### src/rtl/fcb_join_pipelined_adder.sv
// Joins two valid/ready operand streams and adds them in a 2-stage carry-split pipeline.
// Optional: define FCB_JOIN_ADDER_COUNT_EN to add the 16-bit sum_cnt transfer counter port.
module fcb_join_pipelined_adder #(
  parameter int w = 8
) (
  input  logic         clk,
  input  logic         rst,
  input  logic         a_vld,
  output logic         a_rdy,
  input  logic [w-1:0] a_data,
  input  logic         b_vld,
  output logic         b_rdy,
  input  logic [w-1:0] b_data,
  output logic         sum_vld,
  input  logic         sum_rdy,
  output logic [w:0]   sum_data
`ifdef FCB_JOIN_ADDER_COUNT_EN
  ,
  output logic [15:0]  sum_cnt
`endif
);

  localparam int lo = w / 2;
  localparam int hi = w - lo;

  // Handshake: a transfer happens on a rising edge where vld & rdy are both 1.
  // A producer holds vld and data stable until that transfer; rdy never looks at
  // its own side's vld, so there is no combinational loop through the FIFOs.
  logic            s1_vld;
  logic [lo:0]     s1_lo;
  logic [hi-1:0]   s1_ahi;
  logic [hi-1:0]   s1_bhi;
  logic            s2_vld;
  logic            s1_adv;
  logic            s2_adv;
  logic            fire;
  logic [hi:0]     hi_sum;

  assign s2_adv  = ~s2_vld | sum_rdy;
  assign s1_adv  = ~s1_vld | s2_adv;
  assign a_rdy   = b_vld & s1_adv & ~rst;
  assign b_rdy   = a_vld & s1_adv & ~rst;
  assign fire    = a_vld & b_vld & s1_adv & ~rst;
  assign sum_vld = s2_vld;

  // Upper half absorbs the carry out of the lower half in the second stage.
  assign hi_sum = {1'b0, s1_ahi} + {1'b0, s1_bhi} + {{hi{1'b0}}, s1_lo[lo]};

  always_ff @(posedge clk or posedge rst) begin
    if (rst) begin
      s1_vld   <= 1'b0;
      s1_lo    <= '0;
      s1_ahi   <= '0;
      s1_bhi   <= '0;
      s2_vld   <= 1'b0;
      sum_data <= '0;
    end else begin
      if (s1_adv) begin
        s1_vld <= fire;
        if (fire) begin
          s1_lo  <= {1'b0, a_data[lo-1:0]} + {1'b0, b_data[lo-1:0]};
          s1_ahi <= a_data[w-1:lo];
          s1_bhi <= b_data[w-1:lo];
        end
      end
      if (s2_adv) begin
        s2_vld   <= s1_vld;
        sum_data <= {hi_sum, s1_lo[lo-1:0]};
      end
    end
  end

`ifdef FCB_JOIN_ADDER_COUNT_EN
  always_ff @(posedge clk or posedge rst) begin
    if (rst) begin
      sum_cnt <= 16'd0;
    end else if (s2_vld & sum_rdy) begin
      sum_cnt <= sum_cnt + 16'd1;
    end
  end
`endif

endmodule

### config.mk
export PLATFORM = sky130hd
export DESIGN_NAME = fcb_join_pipelined_adder
export DESIGN_NICKNAME = d
export VERILOG_FILES = /design/src/rtl/fcb_join_pipelined_adder.sv
export SDC_FILE = /design/constraint.sdc
export NUM_CORES = 1
export LEC_CHECK = 0
export ABC_AREA = 1
export ABC_CLOCK_PERIOD_IN_PS = 4500
export CORE_ASPECT_RATIO = 0.7
export CORE_MARGIN = 2
export CORE_UTILIZATION = 30
export CTS_CLUSTER_SIZE = 20
export DETAILED_ROUTE_END_ITERATION = 8
export SLEW_MARGIN = 20
export SYNTH_ARGS = -nofsm -noshare
export SYNTH_HDL_FRONTEND = slang
export SYNTH_SLANG_ARGS = --single-unit
export TNS_END_PERCENT = 100
### constraint.sdc
create_clock -name clk -period 4.5 [get_ports clk]
set_input_delay 0.9 -clock clk [delete_from_list [all_inputs] [get_ports clk]]
set_output_delay 0.9 -clock clk [all_outputs]
set_load 0.02 [all_outputs]
# Word-level counts from Yosys, hierarchy flattened
# Index checks and enable logic that the tools add are counted.
dict set report op_classes {
  n_addsub 3
  n_bitwise 12
  reduce_logical 1
}
# op count
set op_table {}
lappend op_table {{$add A4 B4 Y5} 2}
lappend op_table {{$and A1 B1 Y1} 7}
lappend op_table {{$add A5 B1 Y5} 1}
lappend op_table {{$not A1 Y1} 3}
lappend op_table {{$or A1 B1 Y1} 2}
lappend op_table {{$reduce_and A2 Y1} 1}
dict set report totals {
  out_inout_bits 12
  wordCells 22
  inputBits 21
  register_bits 24
}

# Longest topological paths before layout
# Gate-level depths: netlist (run 1).
dict set report depth {
  ltp_word 6
  mapped_depth 7
}

# Worst setup path before layout (run 1)
# No wires, ideal clock.
dict set report synth_path {
  path_kind {input port to output port}
  from {input rst}
  to {output a_rdy}
  setup_slack_ps 2091
  path_buffers 0
  arrival_time_ps 1509
  path_stages 3
  t_required_ps 3600
  path_cell_list {inv_2 -> nand3_1 -> inv_1}
}
dict set report synth_via {
  elab_chain_len 2
}
# element line
set synth_rtl {}
lappend synth_rtl {{start: declaration} 7} ;# input logic rst,
lappend synth_rtl {{$not A1 Y1} 41} ;# assign a_rdy = b_vld & s1_adv & ~rst;
lappend synth_rtl {{$and A1 B1 Y1} 41}
lappend synth_rtl {{end: declaration} 9} ;# output logic a_rdy,
# No other way between the ends.

# Worst setup path in the final report (run 1)
dict set report layout_path {
  from {input sum_rdy}
  to {output a_rdy}
}
dict set report layout_via {
  elab_chain_len 4
}
# element line
set layout_rtl {}
lappend layout_rtl {{start: declaration} 15} ;# input logic sum_rdy,
lappend layout_rtl {{$or A1 B1 Y1} 39} ;# assign s2_adv = ~s2_vld | sum_rdy;
lappend layout_rtl {{$or A1 B1 Y1} 40} ;# assign s1_adv = ~s1_vld | s2_adv;
lappend layout_rtl {{$and A1 B1 Y1 (2 in series)} 41}
# No other way between the ends.

==> results.py, run 1 <==
metrics = {
    "clock_network": {
        "cts_setup_buffers": 0,
        "cts.sink_count": 24,
        "cts.path.max_buffers": 2,
        "ctsHtreeMaxLevel": 1,
        "cts-root-buf": "clkbuf_8",
        "postCtsHoldBufs": 0,
        "numCtsBuffers": 3,
        "cts_repair_resize_count": 0,
        "clkSlewWorstSetupHoldPaths_ns": 0.08,
        "insertion_delay_ns": 0.27,
        "cts_tree": "built",
    },
    "placed_design": {
        "place_congestion": 0.795,
        "place_hpwl_um": 1970,
        "dp_slack_ns": 1.35,
        "placed_cell_area_mm2": 0.00162,
        "io_buffers": 32,
    },
    "sta": {
        "fin_crit_ns": 3.14,
        "finalHoldViolCount": 0,
        "worstMarginPinSlew_ns": 0.460,
        "rsz0062_at_grt": "no",
        "drv_slew": 0,
        "skew_ns": 0.00552,
        "finalCritPeriodShare_pct": 69.7,
        "setup_ws_ns": 1.36,
        "fin_tns_setup_ns": 0,
        "slew-limit-headroom_pct": 69.3,
        "finalSetupViolCount": 0,
        "fmax_mhz": 319,
    },
    "logic_synthesis": {
        "synth_top_family_by_area": "simple AND/OR/NAND/NOR gates",
        "synthAdderAreaFrac_pct": 11.7,
        "ys.warnings.count": 0,
        "synth_compound_area_share_pct": 4.65,
        "synth_fp_nets": 166,
        "syn_area_mm2": 0.00126,
        "synth.area.mux_share_pct": 0,
        "synth-seq-cells": 24,
        "synth_xor_area_share_pct": 1.38,
        "synthesis.instances": 135,
        "ys_types": 22,
        "synth-seq-area-share_pct": 47.5,
        "avgSynthCellArea_um2": 9.37,
        "yosys.area_share.simple_pct": 28.8,
    },
    "die": {
        "die_w_um": 81.6,
        "num_rows": 19,
        "io_pins": 33,
        "die_area_mm2": 0.00476,
        "core_region_area_mm2": 0.00399,
        "die_y_um": 58.3,
        "start_util_pct": 31.7,
    },
    "critical_path": {
        "end_kind": "output pin",
        "path_cells": "clkdlybuf4s50_1 > inv_2 > nand3_4 > nand3_1 > inv_1 > clkdlybuf4s50_1",
        "slowest_stage": "clkdlybuf4s50_1",
        "path_depth": 6,
        "path_max_fanout": 5,
        "arrival_ns": 2.24,
        "r2r_setup_slack_ns": 2.91,
        "rr_worst_depth": 6,
        "crit_buf_inv": 4,
        "max_stage_delay_ns": 0.59,
        "worstSetupPathType": "primary input to output pin",
        "cpLargestDelayFamily": "buffers and inverters",
        "cp-start-kind": "primary input",
        "path_common_cell": "clkdlybuf4s50_1",
        "worstPathRequired_ns": 3.60,
    },
    "min_path": {
        "min_path_type": "register to register",
        "holdPathStages": 2,
    },
    "power_and_ir_drop": {
        "vdd_drop_max_mv": 0.198,
        "switching_power_uw": 221,
        "p_leak_uw": 0.000825,
        "pwr_density_cell_mw_per_mm2": 425,
        "power_frac_comb_pct": 32.7,
        "swShare_pct": 30.7,
        "total_power_uw": 720,
        "clock_power_share_pct": 26.0,
        "seq_power_share_pct": 41.3,
        "intPower_uw": 499,
    },
    "flow_run": {
        "cap_violations": 0,
    },
    "global_routing": {
        "grt_usage_pct": 12.0,
        "overflow": 0,
        "use_met2_pct": 20.0,
        "grt_pass1_wl_um": 4400,
        "grtUsageMet3_pct": 4.14,
        "grt_use_met1_pct": 16.1,
        "grt_pass1_vias": 987,
        "antenna_found_initial": 0,
        "grt_max_degree": 27,
        "top_usage_layer": "met2",
    },
    "routing": {
        "routed_wl_um": 2530,
        "firstDrtPassIters": 4,
        "avgRoutedWirePerCell_um": 11.4,
        "num_vias": 944,
        "ant_nets": 0,
        "drc": 0,
        "drt_iter0_markers": 27,
        "via_per_inst": 4.27,
    },
    "outcome": {
        "status": "finished clean",
    },
    "final_layout": {
        "drive_above_1_share_pct": 14.8,
        "fin_area_mm2": 0.00169,
        "area_delta_synth_final_pct": 33.9,
        "final_common_cell": "nand2_1",
        "diodes": 0,
        "n_fill_cell": 389,
        "final_cell_mix": "nand2_1 (46), clkdlybuf4s50_1 (32), dfrtp_1 (24)",
        "final_core_util_pct": 42.4,
        "nets": 201,
    },
}
sequential cells by signal, indices dropped and copies added (netlist names):
| name | cells |
|---|---|
| s1_ahi | 4 |
| s1_bhi | 4 |
| s1_lo | 5 |
| s1_vld | 1 |
| sum_data | 9 |
| sum_vld | 1 |
synth_stat cells, drive strengths merged:
master,count,share of area (%)
buf,3,2.8
xor2,1,0.69
o21ai,7,3.1
or2,1,0.49
a21oi,4,1.6
inv,11,3.3
nand4,1,0.99
nand3,10,5.9
nand2,57,19
dfrtp,24,47
ha,7,6.9
nor2,4,1.8
fa,3,4.7
and2,1,0.49
xnor2,1,0.69
worst paths after layout:
path	startpoint	end
setup / recovery	sum_rdy	a_rdy
hold / removal	sum_data[0]	sum_data[0]
setup reg to reg	s1_lo[4]	sum_data[8]
hold reg to reg	sum_data[0]	sum_data[0]
max in group asynchronous	rst	sum_data[7]
min in group asynchronous	rst	sum_vld
per-stage QoR:
step	std cells	hold slack, ns
2_1_floorplan	135	0.442
3_3_place_gp	217	0.456
3_5_place_dp	217	0.459
4_1_cts	221	0.479
5_1_grt	221	0.510
6_report	221	0.476
logic make-up (layout without fill, tap and decap cells):
kind of cell    Yosys count  in the layout
xor+xnor                  2              2
flops                    24             24
fa+ha+maj                10             10
buf+inv                  14             48
compound gates           11             11
simple gates             74             74
tightest hold or removal path, stage by stage (launching register included):
cell and delay [ns]:
dfrtp_1 0.35, nand2_1 0.05, nand2_1 0.05
routing by layer:
layer	up-vias	share of wire (%)
met2	27	45
li1	491	-
met5	-	0
met4	0	0
met1	426	48
met3	0	6.8
power by group through the flow:
| stage | Sequential [µW] | Combinational, µW | Clock, µW |
|---|---|---|---|
| 3_3_place_gp | 300 | 234 | 0 |
| 4_1_cts | 298 | 239 | 194 |
| 2_1_floorplan | 332 | 100 | 0 |
| 5_1_grt | 304 | 263 | 203 |
| 6_report | 297 | 236 | 187 |
| 3_5_place_dp | 301 | 238 | 0 |
area by class of cell:
class | count | area, µm² | share of cell area (%)
timing repair buffer | 33 | 328 | 19.4
sequential | 24 | 601 | 35.5
clock inverter | 1 | 30.0 | 1.77
inverter | 11 | 41.3 | 2.44
tap | 52 | 65.1 | 3.84
multi-input combinational | 97 | 588 | 34.7
clock buffer | 3 | 41.3 | 2.44
(Power assumes the default switching activity.)
==> run 2, diff against run 1 <==
--- a/config.mk
+++ b/config.mk
@@ -6,7 +6,7 @@
 export NUM_CORES = 1
 export LEC_CHECK = 0
 export ABC_AREA = 1
-export ABC_CLOCK_PERIOD_IN_PS = 4500
+export ABC_CLOCK_PERIOD_IN_PS = 2600
 export CORE_ASPECT_RATIO = 0.7
 export CORE_MARGIN = 2
 export CORE_UTILIZATION = 30
==> constraint.sdc (replaced) <==
create_clock -name clk -period 2.6 [get_ports clk]
set_input_delay 0.52 -clock clk [delete_from_list [all_inputs] [get_ports clk]]
set_output_delay 0.52 -clock clk [all_outputs]
set_load 0.02 [all_outputs]
==> run 2 against run 1 <==
  * Count of clock-buffer cells in the layout is 1 higher
  * Die area stayed put
  * Clock power is 35% higher
  * Setup slack worse by 1.1 ns
  * Clock skew is 0.0041 ns lower
  * Final cell count stayed put
  * Core utilization is 0.41 points lower
  * Critical endpoint is now b_rdy
  * Largest cell class unchanged
  * Largest power group unchanged
==> results.py, run 2 (synthesized netlist as in run 1, its figures left out) <==
metrics = {
    "outcome": {
        "status": "finished clean",
    },
    "critical_path": {
        "r2r_setup_slack_ns": 1.02,
        "worstSetupPathType": "primary input to output pin",
        "cp-start-kind": "primary input",
        "end_kind": "output pin",
        "path_max_fanout": 5,
        "rr_worst_depth": 4,
        "arrival_ns": 1.85,
        "r2r_end": "sum_data[5]",
        "worstPathRequired_ns": 2.08,
        "reg2reg_from": "s1_lo[4]",
    },
    "sta": {
        "setup_ws_ns": 0.227,
        "fmax_mhz": 421,
        "skew_ns": 0.00143,
        "fin_crit_ns": 2.37,
        "rsz0062_at_grt": "no",
        "fin_tns_setup_ns": 0,
        "drv_slew": 0,
        "slew-limit-headroom_pct": 69.4,
        "finalSetupViolCount": 0,
        "finalHoldViolCount": 0,
        "finalCritPeriodShare_pct": 91.3,
        "worstMarginPinSlew_ns": 0.458,
        "hold_slack_ns": 0.481,
    },
    "min_path": {
        "min_path_type": "register to register",
        "holdPathStages": 2,
        "min_to": "sum_data[1]",
        "min-delay-start": "sum_data[1]",
    },
    "die": {
        "start_util_pct": 31.7,
        "num_rows": 19,
        "die_area_mm2": 0.00476,
        "io_pins": 33,
        "core_region_area_mm2": 0.00399,
        "die_w_um": 81.6,
        "die_y_um": 58.3,
    },
    "final_layout": {
        "fin_area_mm2": 0.00168,
        "nets": 201,
        "diodes": 0,
        "n_fill_cell": 392,
        "final_common_cell": "nand2_1",
        "regArea_um2": 601,
        "final_core_util_pct": 42.0,
        "multi_input_area_um2": 588,
        "drive_above_1_share_pct": 14.8,
        "largest_reg_flops": 9,
        "final_cell_mix": "nand2_1 (46), clkdlybuf4s50_1 (32), dfrtp_1 (24)",
        "area_delta_synth_final_pct": 32.6,
        "largestRegisters": "sum_data: 9 flops, s1_lo: 5 flops",
        "regMostFlops": "sum_data",
    },
    "global_routing": {
        "overflow": 0,
        "grt_pass1_vias": 967,
        "antenna_found_initial": 0,
        "grt_pass1_wl_um": 4320,
        "grt_max_degree": 27,
        "grt_usage_pct": 12.0,
    },
    "power_and_ir_drop": {
        "intPower_uw": 792,
        "p_leak_uw": 0.000818,
        "vdd_drop_max_mv": 0.309,
        "seq_power_share_pct": 43.7,
        "power_frac_comb_pct": 34.7,
        "clock_power_share_pct": 21.6,
        "switching_power_uw": 381,
        "pwr_density_cell_mw_per_mm2": 699,
        "swShare_pct": 32.5,
    },
    "routing": {
        "ant_nets": 0,
        "num_vias": 962,
        "via_per_inst": 4.35,
        "drc": 0,
        "avgRoutedWirePerCell_um": 11.5,
        "routed_wl_um": 2540,
        "firstDrtPassIters": 5,
        "drt_iter0_markers": 31,
    },
    "clock_network": {
        "cts-root-buf": "clkbuf_8",
        "clkSlewWorstSetupHoldPaths_ns": 0.08,
        "cts_repair_resize_count": 0,
        "numCtsBuffers": 3,
        "cts_setup_buffers": 0,
        "cts.path.max_buffers": 2,
        "insertion_delay_ns": 0.27,
        "cts_tree": "built",
        "postCtsHoldBufs": 0,
        "cts.sink_count": 24,
        "ctsHtreeMaxLevel": 1,
    },
    "placed_design": {
        "place_hpwl_um": 2010,
        "placed_cell_area_mm2": 0.00162,
        "dp_slack_ns": 0.219,
        "io_buffers": 32,
        "place_congestion": 0.795,
    },
    "flow_run": {
        "cap_violations": 0,
    },
}
==> run 2: how the worst max path moves through the flow <==
stage,from,to,depth (start not counted)
6_report,sum_rdy,b_rdy,6
5_1_grt,sum_rdy,b_rdy,6
4_1_cts,sum_rdy,b_rdy,6
3_5_place_dp,sum_rdy,a_rdy,6
3_3_place_gp,sum_rdy,a_rdy,6
2_1_floorplan,rst,a_rdy,3
==> run 2: routing by layer <==
layer  vias to the layer above  share of wire [%]  global-route usage, %
met5                         -                  0                      0
met4                         0               0.51                   2.14
met3                         2                4.8                   4.14
met2                        25                 47                   19.3
met1                       444                 48                   16.2
li1                        491                  -                      -
==> run 2: metrics by stage <==
| stage | power (µW) | std cells |
|---|---|---|
| after detailed placement | 934 | 217 |
| after global placement | 924 | 217 |
| after floorplan | 749 | 135 |
| final | 1170 | 221 |
| after global routing | 1250 | 221 |
| after CTS | 1190 | 221 |
==> run 2: worst max-delay path, stage by stage <==
cell             delay [ns]
clkdlybuf4s50_1        0.47
inv_2                  0.06
nand3_4                0.08
nand3_1                0.07
inv_1                  0.06
clkdlybuf4s50_1        0.60
==> run 2: power by group through the flow <==
stage	clock network, µW	logic [µW]	registers (µW)
finish	253	407	513
global route	277	450	525
CTS	262	413	516
detailed placement	0	412	522
global placement	0	405	519
floorplan	0	174	575
==> run 2: area by class of cell <==
type | instances | share of cell area [%]
well taps | 52 | 3.88
inverters | 11 | 2.46
multi-input cells | 97 | 35.0
clock buffers | 4 | 3.28
flip-flops and latches | 24 | 35.8
repair buffers | 33 | 19.5
